[config.mk]
export PLATFORM = sky130hd
export DESIGN_NAME = multi_alarm_clock
export DESIGN_NICKNAME = d
export VERILOG_FILES = /design/src/rtl/multi_alarm_clock.sv
export SDC_FILE = /design/constraint.sdc
export NUM_CORES = 1
export LEC_CHECK = 0
export BUFFER_PORTS_ARGS = -buffer_cell sky130_fd_sc_hd__buf_2
export CORE_MARGIN = 3
export CORE_UTILIZATION = 50
export DETAILED_ROUTE_END_ITERATION = 10
export PLACE_DENSITY = 0.71
export SETUP_SLACK_MARGIN = 0.4
export SLEW_MARGIN = 40
export SYNTH_ARGS = -nofsm -noshare
export SYNTH_HDL_FRONTEND = slang
export SYNTH_SLANG_ARGS = --single-unit
[constraint.sdc]
create_clock -name CLOCK_50 -period 4.55 [get_ports CLOCK_50]
set_input_delay 0 -clock CLOCK_50 [delete_from_list [all_inputs] [get_ports CLOCK_50]]
set_output_delay 0 -clock CLOCK_50 [all_outputs]
set_load 0.03 [all_outputs]
[src/rtl/multi_alarm_clock.sv]
`default_nettype none
// ============================================================================
//  Module   : multi_alarm_clock
//  Purpose  : 24-hour BCD timekeeper with NUM_ALARMS alarms, key debounce,
//             run/set mode sequencing, ring/snooze control and buzzer tone.
//  Revision : 1.0  initial release
// ============================================================================
module multi_alarm_clock #(
    parameter int CLK_HZ          = 50000000,
    parameter int NUM_ALARMS      = 4,
    parameter int DEBOUNCE_CYCLES = 500000,
    parameter int BUZZ_HALF       = 25000,
    parameter int RING_SEC        = 60,
    parameter int SNOOZE_MIN      = 5,
    localparam int MW = $clog2(NUM_ALARMS + 2),
    localparam int AW = (NUM_ALARMS > 1) ? $clog2(NUM_ALARMS) : 1
) (
    input  logic                  CLOCK_50,
    input  logic                  RESET_N,
    input  logic                  MODE_KEY_N,
    input  logic                  SET_KEY_N,
    input  logic [7:0]            SET_IN,
    input  logic                  FIELD_SEL,
    input  logic [NUM_ALARMS-1:0] ALARM_EN,
    output logic [3:0]            HOUR_TEN,
    output logic [3:0]            HOUR_ONE,
    output logic [3:0]            MIN_TEN,
    output logic [3:0]            MIN_ONE,
    output logic [3:0]            SEC_TEN,
    output logic [3:0]            SEC_ONE,
    output logic [MW-1:0]         MODE,
    output logic                  RINGING,
    output logic                  SNOOZING,
    output logic [AW-1:0]         ALARM_ACTIVE,
    output logic                  BUZZER
);

    // ------------------------------------------------------------------
    // Widths and constants
    // ------------------------------------------------------------------
    localparam int PW = (CLK_HZ > 1) ? $clog2(CLK_HZ) : 1;
    localparam int DW = (DEBOUNCE_CYCLES > 1) ? $clog2(DEBOUNCE_CYCLES + 1) : 1;
    localparam int BW = (BUZZ_HALF > 1) ? $clog2(BUZZ_HALF + 1) : 1;
    localparam int RW = (RING_SEC > 1) ? $clog2(RING_SEC + 1) : 1;
    localparam int SW = $clog2(SNOOZE_MIN * 60 + 1);

    localparam logic [PW-1:0] C_PRESC_MAX  = PW'(CLK_HZ - 1);
    localparam logic [DW-1:0] C_DEB_MAX    = DW'(DEBOUNCE_CYCLES - 1);
    localparam logic [BW-1:0] C_BUZZ_LAST  = BW'(BUZZ_HALF - 1);
    localparam logic [RW-1:0] C_RING_LAST  = RW'(RING_SEC - 1);
    localparam logic [SW-1:0] C_SNZ_LOAD   = SW'(SNOOZE_MIN * 60);
    localparam logic [MW-1:0] C_MODE_RUN   = MW'(0);
    localparam logic [MW-1:0] C_MODE_STIME = MW'(1);
    localparam logic [MW-1:0] C_MODE_LAST  = MW'(NUM_ALARMS + 1);

    typedef enum logic [1:0] {
        RS_IDLE   = 2'd0,
        RS_RING   = 2'd1,
        RS_SNOOZE = 2'd2
    } ring_state_t;

    // ------------------------------------------------------------------
    // Key synchronisation and debounce (bit 0 = MODE, bit 1 = SET)
    // ------------------------------------------------------------------
    logic [1:0] w_raw;
    logic [1:0] w_fall;
    logic       w_mode_press;
    logic       w_set_press;

    assign w_raw = {SET_KEY_N, MODE_KEY_N};

    generate
        for (genvar g = 0; g < 2; g++) begin : g_key
            logic          r_sync1;
            logic          r_sync2;
            logic          r_deb;
            logic [DW-1:0] r_cnt;

            // Two-stage synchroniser, then accept a new level once it has
            // differed from the debounced level for DEBOUNCE_CYCLES samples.
            always_ff @(posedge CLOCK_50 or negedge RESET_N) begin
                if (!RESET_N) begin
                    r_sync1 <= 1'b1;
                    r_sync2 <= 1'b1;
                    r_deb   <= 1'b1;
                    r_cnt   <= '0;
                end else begin
                    r_sync1 <= w_raw[g];
                    r_sync2 <= r_sync1;
                    if (r_sync2 == r_deb) begin
                        r_cnt <= '0;
                    end else if (r_cnt == C_DEB_MAX) begin
                        r_deb <= r_sync2;
                        r_cnt <= '0;
                    end else begin
                        r_cnt <= r_cnt + 1'b1;
                    end
                end
            end

            // Press pulse coincides with the cycle the debounced level falls.
            assign w_fall[g] = r_deb & ~r_sync2 & (r_cnt == C_DEB_MAX);
        end
    endgenerate

    // A simultaneous MODE press wins; the SET press is dropped.
    assign w_mode_press = w_fall[0];
    assign w_set_press  = w_fall[1] & ~w_fall[0];

    // ------------------------------------------------------------------
    // Mode decode
    // ------------------------------------------------------------------
    logic [MW-1:0] r_mode;
    logic [MW-1:0] w_mode_next;
    logic          w_in_run;
    logic          w_in_set_time;
    logic          w_in_set_alarm;
    logic [AW-1:0] w_alarm_sel;
    ring_state_t   r_state;
    ring_state_t   w_state_next;

    assign w_in_run       = (r_mode == C_MODE_RUN);
    assign w_in_set_time  = (r_mode == C_MODE_STIME);
    assign w_in_set_alarm = !w_in_run && !w_in_set_time;
    assign w_alarm_sel    = AW'(r_mode - MW'(2));

    // Mode next-state: advance on MODE press unless the press is used to
    // dismiss an active ring.
    always_comb begin
        w_mode_next = r_mode;
        if (w_mode_press && (r_state == RS_IDLE)) begin
            if (r_mode == C_MODE_LAST) begin
                w_mode_next = C_MODE_RUN;
            end else begin
                w_mode_next = r_mode + 1'b1;
            end
        end
    end

    // Mode state register
    always_ff @(posedge CLOCK_50 or negedge RESET_N) begin
        if (!RESET_N) begin
            r_mode <= C_MODE_RUN;
        end else begin
            r_mode <= w_mode_next;
        end
    end

    // ------------------------------------------------------------------
    // Seconds prescaler
    // ------------------------------------------------------------------
    logic [PW-1:0] r_presc;
    logic          w_sec_tick;

    assign w_sec_tick = !w_in_set_time && (r_presc == C_PRESC_MAX);

    // Free-running divider, parked at zero while the time is being set.
    always_ff @(posedge CLOCK_50 or negedge RESET_N) begin
        if (!RESET_N) begin
            r_presc <= '0;
        end else if (w_in_set_time || (r_presc == C_PRESC_MAX)) begin
            r_presc <= '0;
        end else begin
            r_presc <= r_presc + 1'b1;
        end
    end

    // ------------------------------------------------------------------
    // Set-value validation
    // ------------------------------------------------------------------
    logic w_min_ok;
    logic w_hour_ok;
    logic w_field_ok;

    assign w_min_ok   = (SET_IN[7:4] <= 4'd5) && (SET_IN[3:0] <= 4'd9);
    assign w_hour_ok  = (SET_IN[7:4] <= 4'd2) && (SET_IN[3:0] <= 4'd9) &&
                        !((SET_IN[7:4] == 4'd2) && (SET_IN[3:0] > 4'd3));
    assign w_field_ok = FIELD_SEL ? w_hour_ok : w_min_ok;

    // ------------------------------------------------------------------
    // Time of day
    // ------------------------------------------------------------------
    logic [3:0] r_hour_ten, r_hour_one, r_min_ten, r_min_one, r_sec_ten, r_sec_one;
    logic [3:0] w_hour_ten, w_hour_one, w_min_ten, w_min_one, w_sec_ten, w_sec_one;
    logic [15:0] w_inc_hhmm;
    logic        w_inc_sec_zero;

    // BCD increment of the current time by one second with cascaded carries.
    always_comb begin
        w_hour_ten = r_hour_ten;
        w_hour_one = r_hour_one;
        w_min_ten  = r_min_ten;
        w_min_one  = r_min_one;
        w_sec_ten  = r_sec_ten;
        w_sec_one  = r_sec_one;
        if (r_sec_one != 4'd9) begin
            w_sec_one = r_sec_one + 4'd1;
        end else begin
            w_sec_one = 4'd0;
            if (r_sec_ten != 4'd5) begin
                w_sec_ten = r_sec_ten + 4'd1;
            end else begin
                w_sec_ten = 4'd0;
                if (r_min_one != 4'd9) begin
                    w_min_one = r_min_one + 4'd1;
                end else begin
                    w_min_one = 4'd0;
                    if (r_min_ten != 4'd5) begin
                        w_min_ten = r_min_ten + 4'd1;
                    end else begin
                        w_min_ten = 4'd0;
                        if ((r_hour_ten == 4'd2) && (r_hour_one == 4'd3)) begin
                            w_hour_ten = 4'd0;
                            w_hour_one = 4'd0;
                        end else if (r_hour_one == 4'd9) begin
                            w_hour_one = 4'd0;
                            w_hour_ten = r_hour_ten + 4'd1;
                        end else begin
                            w_hour_one = r_hour_one + 4'd1;
                        end
                    end
                end
            end
        end
    end

    assign w_inc_hhmm     = {w_hour_ten, w_hour_one, w_min_ten, w_min_one};
    assign w_inc_sec_zero = (w_sec_ten == 4'd0) && (w_sec_one == 4'd0);

    // Time register: loads in SET_TIME (seconds held at zero), counts otherwise.
    always_ff @(posedge CLOCK_50 or negedge RESET_N) begin
        if (!RESET_N) begin
            r_hour_ten <= 4'd0;
            r_hour_one <= 4'd0;
            r_min_ten  <= 4'd0;
            r_min_one  <= 4'd0;
            r_sec_ten  <= 4'd0;
            r_sec_one  <= 4'd0;
        end else if (w_in_set_time) begin
            r_sec_ten <= 4'd0;
            r_sec_one <= 4'd0;
            if (w_set_press && w_field_ok) begin
                if (FIELD_SEL) begin
                    {r_hour_ten, r_hour_one} <= SET_IN;
                end else begin
                    {r_min_ten, r_min_one} <= SET_IN;
                end
            end
        end else if (w_sec_tick) begin
            r_hour_ten <= w_hour_ten;
            r_hour_one <= w_hour_one;
            r_min_ten  <= w_min_ten;
            r_min_one  <= w_min_one;
            r_sec_ten  <= w_sec_ten;
            r_sec_one  <= w_sec_one;
        end
    end

    // ------------------------------------------------------------------
    // Alarm registers ({HH, MM} in BCD)
    // ------------------------------------------------------------------
    logic [15:0] r_alarm [NUM_ALARMS];

    // Alarm k is written only while its own set mode is selected.
    always_ff @(posedge CLOCK_50 or negedge RESET_N) begin
        if (!RESET_N) begin
            for (int k = 0; k < NUM_ALARMS; k++) begin
                r_alarm[k] <= 16'h0000;
            end
        end else if (w_in_set_alarm && w_set_press && w_field_ok) begin
            if (FIELD_SEL) begin
                r_alarm[w_alarm_sel][15:8] <= SET_IN;
            end else begin
                r_alarm[w_alarm_sel][7:0] <= SET_IN;
            end
        end
    end

    // Lowest-index enabled alarm equal to the upcoming HH:MM.
    logic          w_match;
    logic [AW-1:0] w_match_idx;
    logic          w_ring_start;

    // Scan downwards so the lowest matching index is the one kept.
    always_comb begin
        w_match     = 1'b0;
        w_match_idx = '0;
        for (int k = NUM_ALARMS - 1; k >= 0; k--) begin
            if (ALARM_EN[k] && (r_alarm[k] == w_inc_hhmm)) begin
                w_match     = 1'b1;
                w_match_idx = AW'(k);
            end
        end
    end

    assign w_ring_start = w_match && w_sec_tick && w_in_run && w_inc_sec_zero;

    // ------------------------------------------------------------------
    // Ring / snooze state machine
    // ------------------------------------------------------------------
    logic [RW-1:0] r_ring_cnt, w_ring_cnt;
    logic [SW-1:0] r_snz_cnt,  w_snz_cnt;
    logic [BW-1:0] r_buzz_cnt, w_buzz_cnt;
    logic          r_buzz,     w_buzz;
    logic [AW-1:0] r_active,   w_active;
    logic          w_dismiss;

    assign w_dismiss = w_mode_press || !ALARM_EN[r_active] || !w_in_run;

    // Ring next-state and counters; dismiss beats snooze beats timeout.
    always_comb begin
        w_state_next = r_state;
        w_ring_cnt   = r_ring_cnt;
        w_snz_cnt    = r_snz_cnt;
        w_buzz_cnt   = r_buzz_cnt;
        w_buzz       = 1'b0;
        w_active     = r_active;
        case (r_state)
            RS_IDLE: begin
                if (w_ring_start) begin
                    w_state_next = RS_RING;
                    w_active     = w_match_idx;
                    w_ring_cnt   = '0;
                    w_buzz_cnt   = '0;
                end
            end
            RS_RING: begin
                if (w_dismiss) begin
                    w_state_next = RS_IDLE;
                end else if (w_set_press) begin
                    w_state_next = RS_SNOOZE;
                    w_snz_cnt    = C_SNZ_LOAD;
                end else if (w_sec_tick && (r_ring_cnt == C_RING_LAST)) begin
                    w_state_next = RS_IDLE;
                end else begin
                    if (w_sec_tick) begin
                        w_ring_cnt = r_ring_cnt + 1'b1;
                    end
                    if (r_buzz_cnt == C_BUZZ_LAST) begin
                        w_buzz_cnt = '0;
                        w_buzz     = ~r_buzz;
                    end else begin
                        w_buzz_cnt = r_buzz_cnt + 1'b1;
                        w_buzz     = r_buzz;
                    end
                end
            end
            RS_SNOOZE: begin
                if (w_dismiss) begin
                    w_state_next = RS_IDLE;
                end else if (w_sec_tick) begin
                    if (r_snz_cnt <= SW'(1)) begin
                        w_state_next = RS_RING;
                        w_snz_cnt    = '0;
                        w_ring_cnt   = '0;
                        w_buzz_cnt   = '0;
                    end else begin
                        w_snz_cnt = r_snz_cnt - 1'b1;
                    end
                end
            end
            default: begin
                w_state_next = RS_IDLE;
            end
        endcase
    end

    // Ring state register and associated counters
    always_ff @(posedge CLOCK_50 or negedge RESET_N) begin
        if (!RESET_N) begin
            r_state    <= RS_IDLE;
            r_ring_cnt <= '0;
            r_snz_cnt  <= '0;
            r_buzz_cnt <= '0;
            r_buzz     <= 1'b0;
            r_active   <= '0;
        end else begin
            r_state    <= w_state_next;
            r_ring_cnt <= w_ring_cnt;
            r_snz_cnt  <= w_snz_cnt;
            r_buzz_cnt <= w_buzz_cnt;
            r_buzz     <= w_buzz;
            r_active   <= w_active;
        end
    end

    // ------------------------------------------------------------------
    // Display mux (registered)
    // ------------------------------------------------------------------
    // Alarm modes show the selected alarm with zero seconds; else live time.
    always_ff @(posedge CLOCK_50 or negedge RESET_N) begin
        if (!RESET_N) begin
            HOUR_TEN <= 4'd0;
            HOUR_ONE <= 4'd0;
            MIN_TEN  <= 4'd0;
            MIN_ONE  <= 4'd0;
            SEC_TEN  <= 4'd0;
            SEC_ONE  <= 4'd0;
        end else if (w_in_set_alarm) begin
            {HOUR_TEN, HOUR_ONE, MIN_TEN, MIN_ONE} <= r_alarm[w_alarm_sel];
            SEC_TEN <= 4'd0;
            SEC_ONE <= 4'd0;
        end else begin
            HOUR_TEN <= r_hour_ten;
            HOUR_ONE <= r_hour_one;
            MIN_TEN  <= r_min_ten;
            MIN_ONE  <= r_min_one;
            SEC_TEN  <= r_sec_ten;
            SEC_ONE  <= r_sec_one;
        end
    end

    assign MODE         = r_mode;
    assign RINGING      = (r_state == RS_RING);
    assign SNOOZING     = (r_state == RS_SNOOZE);
    assign ALARM_ACTIVE = r_active;
    assign BUZZER       = r_buzz;

endmodule
`default_nettype wire
== After elaboration in Yosys (flattened, before gate mapping) ==
Cells that the tools add are included.

* Input bits: 17
* Logic and storage cells: 261
* Flip-flop bits (word level): 220
* Output and inout port bits: 32

* Magnitude comparators: 8
* Bitwise logic cells: 12
* Reductions and logical operators: 44
* Equality and inequality tests: 39
* $add $sub $neg: 14
* Mux-type cells: 112

{| class="wikitable"
|+ Operators by type and width
! kind !! count
|-
| $mux 4 || 48
|-
| $bwmux 64 || 2
|-
| $mux 15 || 8
|-
| $mux 19 || 4
|-
| $demux 16 s2 || 2
|-
| $eq 16x16->1 || 4
|-
| $mux 64 || 1
|-
| $mux 16 || 3
|-
| $mux 6 || 8
|-
| $mux 9 || 5
|-
| $pmux 15 s3 || 1
|-
| $add 19x1->19 const B || 2
|-
| $eq 19x19->1 const B || 2
|-
| $bmux 16 s2 || 1
|-
| $add 26x1->26 const B || 1
|-
| $eq 26x26->1 const B || 1
|-
| $mux 26 || 1
|-
| $add 4x1->4 const B || 6
|-
| $mux 2 || 11
|-
| $logic_and 1x1->1 || 21
|-
| $pmux 6 s3 || 1
|-
| $pmux 9 s2 || 1
|-
| $add 15x1->15 const B || 1
|-
| $eq 15x15->1 const B || 1
|-
| 48 further kinds || 93
|}

== Longest topological paths before layout ==
* Depth in word-level cells: 18
* Gate-level depth with buffers: 14
* Gate-level depth less buffers: 12

== Worst setup path before layout ==
OpenSTA, ideal clock, no wires.

* Kind: register to register
* Start: register r_sec_ten[2]
* End: register r_ring_cnt[0]
* Path buffers: 2
* Slack: 0.628 ns
* Library setup time: 0.128 ns
* Arrival: 3.795 ns
* Period minus slack after synthesis: 3.922 ns
* Required time: 4.422 ns
* Stages on the path, launching flop included: 13
* Cell sequence: dfrtp_1 > buf_4 > or3b_1 > buf_6 > nor4_1 > mux2i_1 > xnor2_1 > a2111oi_0 > nand4_1 > nor4_2 > o41ai_2 > a21oi_1 > mux2_1

* Word-level cells in the longest chain between the ends: 14
* Elaborated cells between the ends (all ways): 31
* Those cells by class: add/sub (1); eq/ne (6); mux (14); reduce/logical (10)

{| class="wikitable"
|+ Ends and longest elaborated chain
! what !! RTL line !! source
|-
| start: declaration || 183 || <nowiki>logic [3:0] r_hour_ten, r_hour_one, r_min_ten, r_min_one, r_sec_ten, r_sec_one;</nowiki>
|-
| start signal: assignment || 254 || <nowiki>r_sec_ten <= w_sec_ten;</nowiki>
|-
| $ne 4x3->1 || 200 || <nowiki>if (r_sec_ten != 4'd5) begin</nowiki>
|-
| $mux 4 || 200 ||
|-
| $mux 4 || 196 || <nowiki>if (r_sec_one != 4'd9) begin</nowiki>
|-
| $eq 16x16->1 || 289 || <nowiki>if (ALARM_EN[k] && (r_alarm[k] == w_inc_hhmm)) begin</nowiki>
|-
| $logic_and 1x1->1 || 289 ||
|-
| $mux 1 (4 in series) || 289 ||
|-
| $logic_and 1x1->1 (2 in series) || 296 || <nowiki>assign w_ring_start = w_match && w_sec_tick && w_in_run && w_inc_sec_zero;</nowiki>
|-
| $logic_and 1x1->1 * || 296 ||
|-
| $ne 2x2->1 (no line) * || - ||
|-
| $reduce_and 9->1 (no line) * || - ||
|-
| end signal: assignment || 379 || <nowiki>r_ring_cnt <= w_ring_cnt;</nowiki>
|-
| end: declaration || 301 || <nowiki>logic [RW-1:0] r_ring_cnt, w_ring_cnt;</nowiki>
|}

Every way passes the cells marked *; elsewhere a longest branch is shown, timed or not.
A chain may end at the register's enable or synchronous reset.

== Worst setup path in the final report ==
* Start: register r_sec_ten[3]
* End: register r_buzz_cnt[6]

* Word-level cells in the longest chain between the ends: 14
* Elaborated cells between the ends (all ways): 31
* Those cells by class: add/sub (1); eq/ne (6); mux (14); reduce/logical (10)

{| class="wikitable"
|+ Ends and longest elaborated chain
! what !! RTL line !! source
|-
| $ne 4x3->1 || 200 ||
|-
| $mux 4 || 200 ||
|-
| $mux 4 || 196 ||
|-
| $eq 16x16->1 || 289 ||
|-
| $logic_and 1x1->1 || 289 ||
|-
| $mux 1 (4 in series) || 289 ||
|-
| $logic_and 1x1->1 (2 in series) || 296 ||
|-
| $logic_and 1x1->1 * || 296 ||
|-
| $ne 2x2->1 (no line) * || - ||
|-
| $reduce_and 8->1 (no line) * || - ||
|-
| end signal: assignment || 381 || <nowiki>r_buzz_cnt <= w_buzz_cnt;</nowiki>
|-
| end: declaration || 303 || <nowiki>logic [BW-1:0] r_buzz_cnt, w_buzz_cnt;</nowiki>
|}

Marks and branches as above.

==> summary by stage <==
Critical path
On the critical path, the stage with the largest delay is an instance of sky130_fd_sc_hd__or4_4. The launching point of the worst reg2reg path is r_sec_ten[3]$_DFFE_PN0P_. The critical path class is reg -> reg. The maximum fanout along the worst path is 11. Data on the critical path is required at its endpoint by 4.95 ns. For the worst setup path, the data arrival time is 4.41 ns.

The kind of start point of the critical path is a flip-flop. The highest cell delay on the worst timing path is 0.61 ns. The worst register-to-register path ends at r_buzz_cnt[6]$_DFFE_PN0P_. The kind of end point of the critical path is a flip-flop. The dominant cell type by count on the critical path is sky130_fd_sc_hd__or4_4. The flop-to-flop setup slack is 0.54 ns. The signal on the critical path passes through or3b_4 -> or4_4 -> o21ai_0 -> o32ai_1 -> a2111oi_1 -> nand4_1 -> buf_4 -> or4_4 -> a41oi_4 -> buf_12 -> o221ai_1 -> o2bb2ai_2. The number of cells on the worst reg-to-reg path is 12.

STA
The hold slack is 0.00569 ns. Setup repair after global routing left no endpoint under its margin. The final critical delay including setup and external delays is 4.01 ns.

The final setup violation count is 0. The actual slew at the worst max-slew pin is 0.853 ns. The final sum of negative setup slack is 0 ns. The final critical-path setup slack is 0.536 ns. The maximum clock frequency is 249 MHz.

Of the available clock period, the critical path in the final layout requires 0.882. Between clock sinks in the finished design, the worst skew comes to 0.0245 ns. The worst pin sits at a relative slew slack of 0.430. The final number of max-transition violations is 0. The total count of hold-check failures in the final report is 0.

Yosys
Yosys attributes the largest share of cell area to sky130_fd_sc_hd__dfrtp_1 (43%), sky130_fd_sc_hd__mux2_2 (4.9%), sky130_fd_sc_hd__nor2_1 (4.8%). The number of different library cells in the post-synthesis netlist is 78. Each instance of the synthesized netlist takes up on average 9.54 um^2. Yosys printed 0 warnings. The share of synthesized area in the top cell type comes to 0.425. The register bit count reported by yosys is 220. The most numerous cell in the Yosys netlist is sky130_fd_sc_hd__dfrtp_1. After synthesis, the share of flip-flops with an asynchronous set or reset is 1.00.

The sequential share of the synthesized area is 0.438. When the netlist entered floorplanning its net count stood at 1358. The instance count of the mapped netlist is 1320. The netlist area before placement is 0.0126 mm^2. The number of synthesized flops with an enable pin is 0.

The cell taking the most area after synthesis is sky130_fd_sc_hd__dfrtp_1. Counting instances in the post-synthesis netlist gives the leading cell types as sky130_fd_sc_hd__dfrtp_1 (214), sky130_fd_sc_hd__nor2_1 (160), sky130_fd_sc_hd__a21oi_1 (84), sky130_fd_sc_hd__nand2_1 (80), sky130_fd_sc_hd__o21ai_0 (63). The predominant post-synthesis flop cell is sky130_fd_sc_hd__dfrtp_1.

GRT
The number of antenna violations at the first check in global routing is 0. Summed over all layers, the global routing overflow is 0. Entering global routing, the biggest net connects 90 pins. The first global-routing pass estimated 52200 um of wire. The number of global-route vias before repair is 9677. In the global route stage, overall resource usage came out at 0.242.

Outcome
The run finished with clean final reports.

Finish
The number of antenna repair diodes is 0. The fraction of final layout cells sized beyond drive strength 1 is 0.187. The final-stage net count is 1428. Once layout is done, the placed cells without fillers occupy 0.0145 mm^2.

Compared with the post-synthesis result, the final layout area differs by 15.1%.

Routing
The pre-antenna-repair detailed-routing pass consisted of 5 iterations. The final layout contains routed wiring with a total length of 32900 um. The post-detailed-route count of antenna-violating nets is 0. In the final routed layout, each cell accounts on average for 19.0 um. The count of routing violations after the opening detailed-route iteration is 828. In the routed design, unresolved DRC markers number 0. The number of vias per cell is 5.95. Summing over every cut layer, the via total after detailed routing is 10300.

Worst hold path
The type of the most critical hold path is in -> async.

CTS
The total number of clock tree sinks is 220. The master cell of the clock root buffer is sky130_fd_sc_hd__clkbuf_16. The CTS tree is done. The clock transition time at the flip-flop clock pins of the worst setup and hold paths is 0.06 ns. At the later pin of the worst-skew pair, clock insertion delay measures 0.54 ns. Counting the buffers created by CTS gives 25. The clock passes through at most 3 buffers. The H-tree level count is 1.

Power
The static power due to leakage is 6.25 nW. The peak supply drop is 0.369 mV. Total power for the finished layout comes to 4.23 mW. Dividing total power by cell area gives a power density of 292 mW/mm^2.

Floorplan
The core region is 0.0245 mm^2. The area of the die is 0.0271 mm^2. The floorplan has 57 rows. The initial utilization of the core area, before any placement, comes to 0.513.

The die is 165 um wide. The overall die height is 165 um. For this design the top-level I/O count stands at 49.

Placed design
The post-DP HPWL is 23000 um. At the end of routability-driven placement, the weighted congestion stood at 0.967. The worst slack after detailed placement is 0.244 ns.

The count of buffers added on input and output ports is 48. The post-detailed-placement cell area is 0.0133 mm^2.

Run
The max capacitance violation total is 0.
worst max path at each step:
stage	to	slack (ns)	cells past startpoint	from
after floorplan	r_ring_cnt[0]$_DFFE_PN0P_	0.63	12	r_sec_ten[2]$_DFFE_PN0P_
after global placement	r_buzz_cnt[5]$_DFFE_PN0P_	0.37	12	r_min_one[1]$_DFFE_PN0P_
after detailed placement	r_buzz_cnt[11]$_DFFE_PN0P_	0.24	12	r_min_one[1]$_DFFE_PN0P_
after CTS	r_buzz_cnt[14]$_DFFE_PN0P_	0.41	16	r_min_one[1]$_DFFE_PN0P_
after global routing	r_buzz_cnt[6]$_DFFE_PN0P_	0.40	15	r_min_one[1]$_DFFE_PN0P_
final	r_buzz_cnt[6]$_DFFE_PN0P_	0.54	12	r_sec_ten[3]$_DFFE_PN0P_
where the power goes:
part,internal (mW),switching (mW)
clock network,1.23,0.828
logic,0.0589,0.120
registers,1.97,0.0173
flip-flops by register name, indices dropped and copies added (netlist names), 6 cells and up:
name,count
r_alarm,64
g_key.r_cnt,38
r_presc,26
r_buzz_cnt,15
r_snz_cnt,9
r_ring_cnt,6
metal layers:
metal	track usage	routed length [um]
met1	0.350	15000
met5	0	0
met3	0.0314	1840
met2	0.374	14600
met4	0.0907	1510
per-stage QoR:
stage / cells / utilization
floorplan: 1320 / -
global placement: 1664 / 0.540
detailed placement: 1665 / 0.542
CTS: 1724 / 0.584
global route: 1732 / 0.591
finish: 1732 / 0.591
cell usage in the layout, fill, tap and decap left out, types with 11 or more instances in the layout:
master / n
sky130_fd_sc_hd__nor4_1: 14
sky130_fd_sc_hd__and3_1: 20
sky130_fd_sc_hd__dlygate4sd3_1: 11
sky130_fd_sc_hd__a211oi_1: 11
sky130_fd_sc_hd__nor2_1: 159
sky130_fd_sc_hd__a21oi_1: 82
sky130_fd_sc_hd__nand2b_1: 15
sky130_fd_sc_hd__buf_4: 42
sky130_fd_sc_hd__nor3_1: 23
sky130_fd_sc_hd__or3_1: 17
sky130_fd_sc_hd__buf_2: 47
sky130_fd_sc_hd__nor2b_1: 14
sky130_fd_sc_hd__xnor2_1: 51
sky130_fd_sc_hd__mux2i_1: 45
sky130_fd_sc_hd__xor2_1: 55
sky130_fd_sc_hd__mux2_2: 54
sky130_fd_sc_hd__inv_1: 40
sky130_fd_sc_hd__nand2_1: 79
sky130_fd_sc_hd__ha_1: 19
sky130_fd_sc_hd__nand3_1: 49
sky130_fd_sc_hd__nand4_1: 24
sky130_fd_sc_hd__dfrtp_1: 211
sky130_fd_sc_hd__or2_2: 13
sky130_fd_sc_hd__clkbuf_16: 25
sky130_fd_sc_hd__o21ai_0: 62
sky130_fd_sc_hd__and2_1: 24
layout make-up:
cell class,instances,area (um^2)
Multi-Input combinational cell,997,6820
Sequential cell,220,5520
Clock buffer,34,729
Clock inverter,11,116
Tap cell,324,405
Timing Repair Buffer,105,754
Inverter,41,154
Fill cell,2140,10000
timing repair:
item	4_1_cts	5_1_grt
hold endpoints to repair	188	0
pin swaps	2	5
gates cloned	0	1
resized for setup	6	28
setup endpoints to repair	21	23
hold buffers	11	0
buffers inserted	3	7
worst max-delay path, delay by kind of cell, from the launching register on:
family,cells,cell delay [ns]
buffers and inverters,2,0.35
AOI/OAI and AO/OA,6,1.35
and+or+nand+nor,4,1.77
DFF,1,0.42
logic make-up after synthesis:
group                    count (synthesis)  share of synthesized area
multiplexers                           105                     0.0900
XOR/XNOR                               106                     0.0737
flip-flops                             220                      0.438
AO/OA/AOI/OAI                          248                      0.131
buffers and inverters                  104                     0.0331
adder cells (fa/ha/maj)                 21                     0.0209
AND/OR/NAND/NOR                        516                      0.213
No activity file was read; power rests on OpenSTA's default activity.
